==> config.mk <==
export PLATFORM = sky130hd
export DESIGN_NAME = histogram_builder_flat
export DESIGN_NICKNAME = d
export VERILOG_FILES = /design/src/rtl/histogram_pkg.sv /design/src/rtl/histogram_builder_if.sv /design/src/rtl/histogram_rmw_pipe.sv /design/src/rtl/histogram_builder.sv /design/src/flat_wrapper.sv
export SDC_FILE = /design/constraint.sdc
export NUM_CORES = 1
export LEC_CHECK = 0
export CAP_MARGIN = 20
export CORE_MARGIN = 8
export CORE_UTILIZATION = 41
export CTS_BUF_LIST = sky130_fd_sc_hd__clkbuf_8
export CTS_CLUSTER_DIAMETER = 50
export CTS_CLUSTER_SIZE = 12
export DETAILED_ROUTE_END_ITERATION = 10
export GPL_ROUTABILITY_DRIVEN = 0
export PLACE_DENSITY = 0.74
export SYNTH_ARGS = -nofsm -noshare
export SYNTH_HDL_FRONTEND = slang
export SYNTH_SLANG_ARGS = --single-unit
==> constraint.sdc <==
create_clock -name iClk -period 5.73 [get_ports iClk]
set_input_delay 0.573 -clock iClk [delete_from_list [all_inputs] [get_ports iClk]]
set_output_delay 0.573 -clock iClk [all_outputs]
set_load 0.005 [all_outputs]
==> src/rtl/histogram_pkg.sv <==
// Shared types and sizing for the 256-bin intensity histogram builder.
package histogram_pkg;

  localparam int unsigned BIN_COUNT  = 256;
  localparam int unsigned BIN_W      = 8;
  localparam int unsigned WORD_SIZE  = 20;
  localparam int unsigned NUM_PIXELS = 384000;
  localparam int unsigned PIX_CNT_W  = 20;

  typedef enum logic [2:0] {
    StIdle,
    StClear,
    StAccum,
    StDrain,
    StDone
  } state_e;

endpackage

==> src/rtl/histogram_builder_if.sv <==
// Pixel stream, histogram RAM ports and frame status for histogram_builder.
interface histogram_builder_if
  import histogram_pkg::*;
#(
  parameter int unsigned WordSize = WORD_SIZE
);

  logic                 iFrameStart;
  logic                 iPixelValid;
  logic [BIN_W-1:0]     iPixel;
  logic                 oReady;
  logic [BIN_W-1:0]     oAddrRd;
  logic [WordSize-1:0]  iQ;
  logic [BIN_W-1:0]     oAddrWr;
  logic [WordSize-1:0]  oDataWr;
  logic                 oWE;
  logic [PIX_CNT_W-1:0] oPixelCount;
  logic                 oFrameDone;

  modport slave (
    input  iFrameStart, iPixelValid, iPixel, iQ,
    output oReady, oAddrRd, oAddrWr, oDataWr, oWE, oPixelCount, oFrameDone
  );

  modport master (
    output iFrameStart, iPixelValid, iPixel, iQ,
    input  oReady, oAddrRd, oAddrWr, oDataWr, oWE, oPixelCount, oFrameDone
  );

endinterface

==> src/rtl/histogram_rmw_pipe.sv <==
// Read-modify-write pipeline for histogram bins: stage-1 register, two-deep write
// forwarding, saturating increment and the registered RAM write port.
module histogram_rmw_pipe
  import histogram_pkg::*;
#(
  parameter int unsigned WordSize = WORD_SIZE
) (
  input  logic                iClk,
  input  logic                iRst,
  input  logic                i_flush,
  input  logic                i_valid,
  input  logic [BIN_W-1:0]    i_bin,
  input  logic [WordSize-1:0] i_q,
  output logic                o_we,
  output logic [BIN_W-1:0]    o_addr,
  output logic [WordSize-1:0] o_data
);

  logic                r_s1_valid;
  logic [BIN_W-1:0]    r_s1_bin;
  logic                r_w1_valid;
  logic [BIN_W-1:0]    r_w1_bin;
  logic [WordSize-1:0] r_w1_value;
  logic                r_w2_valid;
  logic [BIN_W-1:0]    r_w2_bin;
  logic [WordSize-1:0] r_w2_value;
  logic [WordSize-1:0] w_old;
  logic [WordSize-1:0] w_new;

  // RAM returns old data on read-during-write, so W1 (being written now) and
  // W2 (written last cycle) are both newer than iQ and must win.
  always_comb begin
    if (r_w1_valid && (r_w1_bin == r_s1_bin)) begin
      w_old = r_w1_value;
    end else if (r_w2_valid && (r_w2_bin == r_s1_bin)) begin
      w_old = r_w2_value;
    end else begin
      w_old = i_q;
    end
    w_new = (&w_old) ? w_old : w_old + WordSize'(1);
  end

  always_ff @(posedge iClk or posedge iRst) begin
    if (iRst) begin
      r_s1_valid <= 1'b0;
      r_s1_bin   <= '0;
      r_w1_valid <= 1'b0;
      r_w1_bin   <= '0;
      r_w1_value <= '0;
      r_w2_valid <= 1'b0;
      r_w2_bin   <= '0;
      r_w2_value <= '0;
    end else if (i_flush) begin
      r_s1_valid <= 1'b0;
      r_w1_valid <= 1'b0;
      r_w2_valid <= 1'b0;
    end else begin
      r_s1_valid <= i_valid;
      r_s1_bin   <= i_bin;
      r_w1_valid <= r_s1_valid;
      r_w1_bin   <= r_s1_bin;
      r_w1_value <= w_new;
      r_w2_valid <= r_w1_valid;
      r_w2_bin   <= r_w1_bin;
      r_w2_value <= r_w1_value;
    end
  end

  assign o_we   = r_w1_valid;
  assign o_addr = r_w1_bin;
  assign o_data = r_w1_value;

endmodule

==> src/rtl/histogram_builder.sv <==
// Per-frame histogram builder: clears the bin RAM, accumulates one pixel per cycle,
// drains the write pipeline and pulses frame-done for the cumulative stage.
module histogram_builder
  import histogram_pkg::*;
#(
  parameter int unsigned WordSize  = WORD_SIZE,
  parameter int unsigned NumPixels = NUM_PIXELS
) (
  input logic                iClk,
  input logic                iRst,
  histogram_builder_if.slave bus
);

  state_e               r_state;
  state_e               w_state_next;
  logic [BIN_W-1:0]     r_clr_addr;
  logic                 r_clr_we;
  logic [PIX_CNT_W-1:0] r_pix_cnt;
  logic                 r_drain_cnt;
  logic                 w_ready;
  logic                 w_xfer;
  logic                 w_last;
  logic                 w_clr_last;
  logic                 w_pipe_we;
  logic [BIN_W-1:0]     w_pipe_addr;
  logic [WordSize-1:0]  w_pipe_data;

  // A frame-start pulse overrides any transfer in the same cycle.
  assign w_ready    = (r_state == StAccum);
  assign w_xfer     = bus.iPixelValid & w_ready & ~bus.iFrameStart;
  assign w_last     = (r_pix_cnt == PIX_CNT_W'(NumPixels - 1));
  assign w_clr_last = (r_clr_addr == BIN_W'(BIN_COUNT - 1));

  always_ff @(posedge iClk or posedge iRst) begin
    if (iRst) begin
      r_state <= StIdle;
    end else begin
      r_state <= w_state_next;
    end
  end

  always_comb begin
    w_state_next = r_state;
    if (bus.iFrameStart) begin
      w_state_next = StClear;
    end else begin
      case (r_state)
        StIdle:  w_state_next = StIdle;
        StClear: if (w_clr_last) w_state_next = StAccum;
        StAccum: if (w_xfer && w_last) w_state_next = StDrain;
        StDrain: if (r_drain_cnt) w_state_next = StDone;
        StDone:  w_state_next = StIdle;
        default: w_state_next = StIdle;
      endcase
    end
  end

  always_ff @(posedge iClk or posedge iRst) begin
    if (iRst) begin
      r_clr_we    <= 1'b0;
      r_clr_addr  <= '0;
      r_pix_cnt   <= '0;
      r_drain_cnt <= 1'b0;
    end else if (bus.iFrameStart) begin
      r_clr_we    <= 1'b1;
      r_clr_addr  <= '0;
      r_pix_cnt   <= '0;
      r_drain_cnt <= 1'b0;
    end else begin
      if (r_state == StClear) begin
        r_clr_we   <= ~w_clr_last;
        r_clr_addr <= w_clr_last ? r_clr_addr : r_clr_addr + BIN_W'(1);
      end
      if (w_xfer) begin
        r_pix_cnt <= r_pix_cnt + PIX_CNT_W'(1);
      end
      r_drain_cnt <= (r_state == StDrain) ? ~r_drain_cnt : 1'b0;
    end
  end

  histogram_rmw_pipe #(
    .WordSize (WordSize)
  ) u_rmw_pipe (
    .iClk    (iClk),
    .iRst    (iRst),
    .i_flush (bus.iFrameStart),
    .i_valid (w_xfer),
    .i_bin   (bus.iPixel),
    .i_q     (bus.iQ),
    .o_we    (w_pipe_we),
    .o_addr  (w_pipe_addr),
    .o_data  (w_pipe_data)
  );

  // Clear writes and pipeline writes never overlap; the clear register wins the port.
  always_comb begin
    bus.oReady      = w_ready;
    bus.oFrameDone  = (r_state == StDone);
    bus.oAddrRd     = bus.iPixel;
    bus.oWE         = r_clr_we | w_pipe_we;
    bus.oAddrWr     = r_clr_we ? r_clr_addr : w_pipe_addr;
    bus.oDataWr     = r_clr_we ? '0 : w_pipe_data;
    bus.oPixelCount = r_pix_cnt;
  end

endmodule

==> src/flat_wrapper.sv <==
// flat-port wrapper written by rule: the top's interface ports become plain ports
module histogram_builder_flat import histogram_pkg::*;
#(
  parameter int unsigned WordSize  = WORD_SIZE,
  parameter int unsigned NumPixels = NUM_PIXELS
)
  (iClk, iRst, bus_iFrameStart, bus_iPixelValid, bus_iPixel, bus_iQ, bus_oReady, bus_oAddrRd, bus_oAddrWr, bus_oDataWr, bus_oWE, bus_oPixelCount, bus_oFrameDone);
  histogram_builder_if #(.WordSize(WordSize)) bus_i ();
  input logic iClk;
  input logic iRst;
  input wire logic [$bits(bus_i.iFrameStart)-1:0] bus_iFrameStart;
  input wire logic [$bits(bus_i.iPixelValid)-1:0] bus_iPixelValid;
  input wire logic [$bits(bus_i.iPixel)-1:0] bus_iPixel;
  input wire logic [$bits(bus_i.iQ)-1:0] bus_iQ;
  output wire logic [$bits(bus_i.oReady)-1:0] bus_oReady;
  output wire logic [$bits(bus_i.oAddrRd)-1:0] bus_oAddrRd;
  output wire logic [$bits(bus_i.oAddrWr)-1:0] bus_oAddrWr;
  output wire logic [$bits(bus_i.oDataWr)-1:0] bus_oDataWr;
  output wire logic [$bits(bus_i.oWE)-1:0] bus_oWE;
  output wire logic [$bits(bus_i.oPixelCount)-1:0] bus_oPixelCount;
  output wire logic [$bits(bus_i.oFrameDone)-1:0] bus_oFrameDone;
  assign bus_i.iFrameStart = bus_iFrameStart;
  assign bus_i.iPixelValid = bus_iPixelValid;
  assign bus_i.iPixel = bus_iPixel;
  assign bus_i.iQ = bus_iQ;
  assign bus_oReady = bus_i.oReady;
  assign bus_oAddrRd = bus_i.oAddrRd;
  assign bus_oAddrWr = bus_i.oAddrWr;
  assign bus_oDataWr = bus_i.oDataWr;
  assign bus_oWE = bus_i.oWE;
  assign bus_oPixelCount = bus_i.oPixelCount;
  assign bus_oFrameDone = bus_i.oFrameDone;
  histogram_builder #(.WordSize(WordSize), .NumPixels(NumPixels)) u_core (.iClk(iClk), .iRst(iRst), .bus(bus_i));
endmodule
Word-level counts from Yosys, hierarchy flattened
Index checks and enable logic that the tools add are counted.

storage, ports and cells
  flip-flop bits (word level) = 100
  input port bits = 32
  output and inout port bits = 59
  word-level logic and storage cells = 64

cells by class
  add/subtract/negate cells = 3
  equality and inequality tests = 12
  muxes and demuxes = 22
  bitwise gates (word level) = 6
  reduce and logical (&&, ||, !) cells = 8

operators with widths
  cell                   count
  $mux 20                6
  $add 20x1->20 const B  2
  $mux 8                 4
  $eq 20x19->1 const B   1
  $reduce_and 20->1      1
  $eq 8x8->1             2
  $mux 3                 4
  $pmux 3 s3             1
  $add 8x1->8 const B    1
  $eq 8x8->1 const B     1
  $mux 1                 7
  $eq 3x2->1 const B     2
  $ne 3x2->1 const B     2
  $reduce_bool 2->1      2
  $eq 3x1->1 const B     1
  $eq 3x3->1 const B     1
  $logic_and 1x1->1      3
  $ne 3x3->1 const B     1
  $not 1->1              3
  $reduce_and 3->1       1
  $and 1x1->1            2
  $ne 2x2->1 const B     1
  $reduce_and 2->1       1
  $or 1x1->1             1

Longest topological paths before layout
  depth in word-level cells = 7
  gate-level depth with buffers = 14
  depth with buffers taken out = 12

Modules after synthesis
A second synthesis with hierarchy kept.

unflattened totals
  cell total of the unflattened synthesis = 597
  area total of the unflattened synthesis = 6035.8 µm²

by module, submodules not included
  module              times used  cells an instance  area an instance (µm²)  sequential area each (µm²)
  histogram_rmw_pipe  1           376                3923.8                  1676.6
  histogram_builder   1           221                2112.0                  825.8

Least setup slack after synthesis
Ideal clock, no wire load.

  path kind = register to register
  start point = reg u_core.u_rmw_pipe.r_s1_bin[7]
  end point = reg u_core.u_rmw_pipe.r_w1_value[4] (netlist: u_core.u_rmw_pipe.o_data[4])
  library setup time = 0.130 ns
  arrival = 2.929 ns
  data required time = 5.600 ns
  setup slack = 2.671 ns
  stages on the path, launching flop included = 14
  path buffers = 2
  period minus slack after synthesis = 3.059 ns
  cells stage by stage = dfrtp_1 -> xnor2_1 -> nand4_1 -> or3_1 -> buf_2 -> a21oi_2 -> ha_1 -> o311ai_4 -> a211oi_4 -> nand4_4 -> buf_6 -> nand4_1 -> xor2_1 -> o21ai_1

on the way
  longest elaborated chain between the ends = 6
  elaborated cells between the ends (all ways) = 9
  classes of those cells = 1 x add/sub; 2 x eq/ne; 3 x mux; 3 x reduce/logical

RTL lines
  item                                                line                      text
  start, declared                                     histogram_rmw_pipe.sv:20  logic [BIN_W-1:0] r_s1_bin;
  start signal, assigned                              histogram_rmw_pipe.sv:59  r_s1_bin <= i_bin;
  $eq 8x8->1                                          histogram_rmw_pipe.sv:35  end else if (r_w2_valid && (r_w2_bin == r_s1_bin)) begin
  $logic_and 1x1->1                                   histogram_rmw_pipe.sv:35
  $mux 20                                             histogram_rmw_pipe.sv:35
  $mux 20 (*)                                         histogram_rmw_pipe.sv:33  if (r_w1_valid && (r_w1_bin == r_s1_bin)) begin
  $add 20x1->20 or $reduce_and 20->1 (tied branches)  histogram_rmw_pipe.sv:40  w_new = (&w_old) ? w_old : w_old + WordSize'(1);
  $mux 20 (*)                                         histogram_rmw_pipe.sv:40
  end signal, assigned                                histogram_rmw_pipe.sv:62  r_w1_value <= w_new;
  end, declared                                       histogram_rmw_pipe.sv:23  logic [WordSize-1:0] r_w1_value;

Every way passes the cells marked *; elsewhere a longest branch is shown, timed or not.
A chain may end at the register's enable or synchronous reset.

Worst setup path in the final report
  start point = reg u_core.u_rmw_pipe.r_w1_bin[5] (netlist: u_core.u_rmw_pipe.o_addr[5])
  end point = reg u_core.u_rmw_pipe.r_w1_value[13] (netlist: u_core.u_rmw_pipe.o_data[13])

on the way
  longest elaborated chain between the ends = 5
  elaborated cells between the ends (all ways) = 6
  classes of those cells = 1 x add/sub; 1 x eq/ne; 2 x mux; 2 x reduce/logical

RTL lines
  item                                                line                      text
  start, declared                                     histogram_rmw_pipe.sv:22  logic [BIN_W-1:0] r_w1_bin;
  start signal, assigned                              histogram_rmw_pipe.sv:61  r_w1_bin <= r_s1_bin;
  $eq 8x8->1 (*)                                      histogram_rmw_pipe.sv:33
  $logic_and 1x1->1 (*)                               histogram_rmw_pipe.sv:33
  $mux 20 (*)                                         histogram_rmw_pipe.sv:33
  $add 20x1->20 or $reduce_and 20->1 (tied branches)  histogram_rmw_pipe.sv:40
  $mux 20 (*)                                         histogram_rmw_pipe.sv:40

Marked as above.

==> metrics.md <==
| Metric | Value |
|---|---|
| Global routing met2 resource utilization | 0.263 |
| Number of flip-flops and latches in the synthesized netlist | 100 |
| Hold Violations, Final | 0 |
| Clock-pin slew reported for the worst setup and hold paths after clock tree synthesis | approximately 0.1 ns |
| Count of fill cells added during filler insertion | between 1,000 and 1,500 |
| Top cells by area in the synthesized netlist | sky130_fd_sc_hd__dfrtp_1, sky130_fd_sc_hd__mux2_2, sky130_fd_sc_hd__nand2_1, sky130_fd_sc_hd__xnor2_1, sky130_fd_sc_hd__xor2_1 |
| Count leader, synth | sky130_fd_sc_hd__dfrtp_1 |
| Clock tree from TritonCTS | done |
| Cell taking the most area after synthesis | sky130_fd_sc_hd__dfrtp_1 |
| Share of synthesized cell area in and, or, nand and nor gates | 0.218 |
| Fraction of layout instances using a drive strength above 1 | 0.143 |
| Met1 track demand over resource | 0.196 |
| Pins over their slew limit | 0 |
| Post-synthesis instance area | 5710 um^2 |
| Average wire per standard cell | 16.8 um |
| CP endpoint kind | register |
| Type of the worst setup path | register to register |
| Highest clock frequency the design can meet | 260 MHz |
| WHS | ~0.46 ns |
| Synth Warn # | 0 |
| Critical path peak fanout | 22 |
| Post-layout min period | about 3.8 ns |
| Post-synthesis mux area share | 0.126 |
| Outcome | finished, final reports clean |
| Post-cts repair resize count | 0 |
| Tightest Pin Transition | 0.846 ns |
| Die ar. | approximately 18,000 um^2 |
| Max-slew headroom | 0.436 |
| Kind of path behind the tightest hold check | register to register |
| Number of nets in the synthesized netlist | 611 |
| Unrepaired setup endpoints after global routing | no |
| Die height | 134 um |
| Post-Synthesis Cells | 576 |
| Main flop type after synthesis | sky130_fd_sc_hd__dfrtp_1 |
| Asr flop ratio synth | 1.00 |
| Detailed placer's ending HPWL | between 10 and 15 mm |
| Maximum resistive drop on vdd | 0.138 mV |
| Via count | ~4,400 |
| IO Count | 91 |
| Largest net degree at the start of global routing | 80 |
| Critical path data required time | ~6 ns |
| Number of antenna violations at the first check in global routing | 0 |
| Area of all placed cells without fillers | roughly 6900 um^2 |
| Area delta synth->final | 20.2% |
| Combinational family with the most area after synthesis | simple AND/OR/NAND/NOR gates |
| Number of cell rows | 43 |
| CTS Hold Buffers Added | 0 |
| Synthesized-area fraction occupied by ao, oa, aoi and oai cells | 0.0934 |
| Adder and majority gate portion of the synthesized area | 0.00658 |
| Met3 Usage GRT | 0.0411 |
| Kind of launch point of the worst setup path | register |
| Core ar. | ~14,000 um^2 |
| Sink count of the clock tree | 100 |
| Leakage power | 2.75 nW |
| Final worst path period share | 0.670 |
| Average instance area after synthesis | 9.91 um^2 |
| Horiz. Die Dim | ~130 um |
| Worst path arrival time | a little over 4 ns |
| Post-synth EDFFs | 0 |
| Global-route layer with the greatest usage | met2 |
| Level count of the clock H-tree | 3 |
| Max capacitance violation total | 0 |
| Number of nets still failing antenna checks after routing | 0 |
| Setup TNS | 0 ns |
| Proportion of netlist area held by the largest area contributor | 0.438 |
| All-layer global routing usage | 0.159 |
| Number of inserted diodes | 0 |
| Post-CTS setup buffer count | 0 |
| DRC | 0 |
| Register area | ~2500 um^2 |
| Via-to-Cell Ratio | 5.34 |
| Wire length of the first global-routing pass | 23.1 mm |
| Cell area reported after detailed placement | 6680 um^2 |
| Initial Utilization | 0.416 |
| Setup Viol. Count Final | 0 |
| Router iterations before antenna repair | 4 |
| Total power density per cell area | 247 nW/um^2 |
| Post-Synth XOR/XNOR Area | 0.0767 |
| Sum of overflow across all layers after global routing | 0 |
| Proportion of synthesized chip area in sequential cells | 0.438 |
| Clk buf depth | 2 |
| Later-pin clock latency in the skew report | 0.38 ns |
| Most used standard cells in the synthesized netlist | sky130_fd_sc_hd__dfrtp_1, sky130_fd_sc_hd__nand2_1, sky130_fd_sc_hd__nor2_1 |
| Setup slack of the worst register-to-register path | around 1.9 ns |
| DRC violation total after the first TritonRoute iteration | 302 |
| Vias in the first global route | 4,609 |
| Post-synthesis cell type count | 58 |
| Total wire length after detailed routing | ~14 mm |
| Root buffer cell | sky130_fd_sc_hd__clkbuf_8 |
| Net count of the finished layout | between 600 and 700 |
| TritonCTS buffer count | 9 |
| Area of the multi-input gates | 2980 um^2 |
| Clock skew | 0.00891 ns |
| Port Buffers | 90 |
==> worst max-delay path: stages (launching register included) <==
cell and delay, ns:
sky130_fd_sc_hd__dfrtp_1 0.43, sky130_fd_sc_hd__xnor2_1 0.20, sky130_fd_sc_hd__nand4_1 0.20, sky130_fd_sc_hd__or3_1 0.75
sky130_fd_sc_hd__a21oi_2 0.32, sky130_fd_sc_hd__ha_1 0.34, sky130_fd_sc_hd__o311ai_4 0.21, sky130_fd_sc_hd__a211oi_4 0.34
sky130_fd_sc_hd__nand4_4 0.33, sky130_fd_sc_hd__nand4bb_1 0.24, sky130_fd_sc_hd__nor3_1 0.07, sky130_fd_sc_hd__a221o_1 0.28
==> flip-flops by register name, summed over array words and instances, names as in the netlist <==
signal / count
u_core.bus.oPixelCount: 20
u_core.u_rmw_pipe.o_data: 20
u_core.u_rmw_pipe.r_w2_value: 20
u_core.r_clr_addr: 8
u_core.u_rmw_pipe.o_addr: 8
u_core.u_rmw_pipe.r_s1_bin: 8
u_core.u_rmw_pipe.r_w2_bin: 8
u_core.r_state: 3
u_core.r_clr_we: 1
u_core.r_drain_cnt: 1
u_core.u_rmw_pipe.o_we: 1
u_core.u_rmw_pipe.r_s1_valid: 1
u_core.u_rmw_pipe.r_w2_valid: 1
==> stage by stage <==
stage	util	total power, mW	setup slack (ns)	cells
after detailed placement	0.487	1.30	1.90	812
after global routing	0.500	1.79	1.53	829
after floorplan	-	1.11	2.54	576
after global placement	0.487	1.28	2.06	812
final	0.500	1.70	1.89	829
after CTS	0.499	1.71	1.87	828
==> area by class of cell <==
class,instances,area share
multi-input cells,428,0.435
clock inverters,7,0.00656
clock buffers,9,0.0180
repair buffers,95,0.137
flip-flops and latches,100,0.365
well taps,180,0.0328
inverters,10,0.00583
==> routing by layer <==
layer	vias up	wire (um)
li1	2140	-
met1	2171	6270
met2	99	6630
met3	15	818
met4	0	210
met5	-	0
==> worst paths after layout <==
kind / depth (start not counted) / startpoint / endpoint
worst min register to register: 1 / u_core.u_rmw_pipe.r_s1_valid / u_core.u_rmw_pipe.o_we
worst max register to register: 11 / u_core.u_rmw_pipe.o_addr[5] / u_core.u_rmw_pipe.o_data[13]
max in group asynchronous: 3 / iRst / u_core.r_clr_addr[7]
worst min-delay path: 1 / u_core.u_rmw_pipe.r_s1_valid / u_core.u_rmw_pipe.o_we
worst max-delay path: 11 / u_core.u_rmw_pipe.o_addr[5] / u_core.u_rmw_pipe.o_data[13]
min in group asynchronous: 2 / iRst / u_core.bus.oPixelCount[4]
==> report_power, final <==
group	internal (mW)	leakage (nW)	switching, mW
Combinational	0.233	1.41	0.191
Clock	0.155	0.0824	0.254
Sequential	0.780	1.26	0.0828
Total	1.17	2.75	0.528
==> cells in the final DEF (no fill, tap or decap), types with 3 or more instances in the layout <==
cell type                         netlist  layout
sky130_fd_sc_hd__a21oi_1                9       9
sky130_fd_sc_hd__a31oi_1                3       3
sky130_fd_sc_hd__and2_1                 5       5
sky130_fd_sc_hd__and3_1                12      12
sky130_fd_sc_hd__and4_1                 6       6
sky130_fd_sc_hd__buf_4                  9       5
sky130_fd_sc_hd__clkbuf_8               0       9
sky130_fd_sc_hd__clkdlybuf4s50_1        0      89
sky130_fd_sc_hd__clkinvlp_4             0       3
sky130_fd_sc_hd__dfrtp_1              100     100
sky130_fd_sc_hd__ha_1                   3       3
sky130_fd_sc_hd__inv_1                 10      10
sky130_fd_sc_hd__mux2_2                48      48
sky130_fd_sc_hd__mux2i_1               18      18
sky130_fd_sc_hd__nand2_1               69      69
sky130_fd_sc_hd__nand3_1               21      21
sky130_fd_sc_hd__nand3b_1               3       3
sky130_fd_sc_hd__nand4_1               18      18
sky130_fd_sc_hd__nor2_1                49      49
sky130_fd_sc_hd__nor2b_1               18      18
sky130_fd_sc_hd__nor3_1                 8       6
sky130_fd_sc_hd__nor3b_1                6       6
sky130_fd_sc_hd__o21ai_0               25      25
sky130_fd_sc_hd__o21ai_1                9       9
sky130_fd_sc_hd__o31ai_1                5       5
sky130_fd_sc_hd__o31ai_2                3       3
sky130_fd_sc_hd__or3_1                  5       5
sky130_fd_sc_hd__xnor2_1               25      25
sky130_fd_sc_hd__xor2_1                25      25
==> logic make-up (layout without fill, tap and decap cells) <==
family,Yosys count,in the layout
xor gates and xnor gates,50,50
and+or+nand+nor,236,236
buffers and inverters,48,121
muxes,66,66
adders and majority gates,3,3
DFF,100,100
AOI/OAI and AO/OA,73,73
Power figures use the tool's default switching activity.
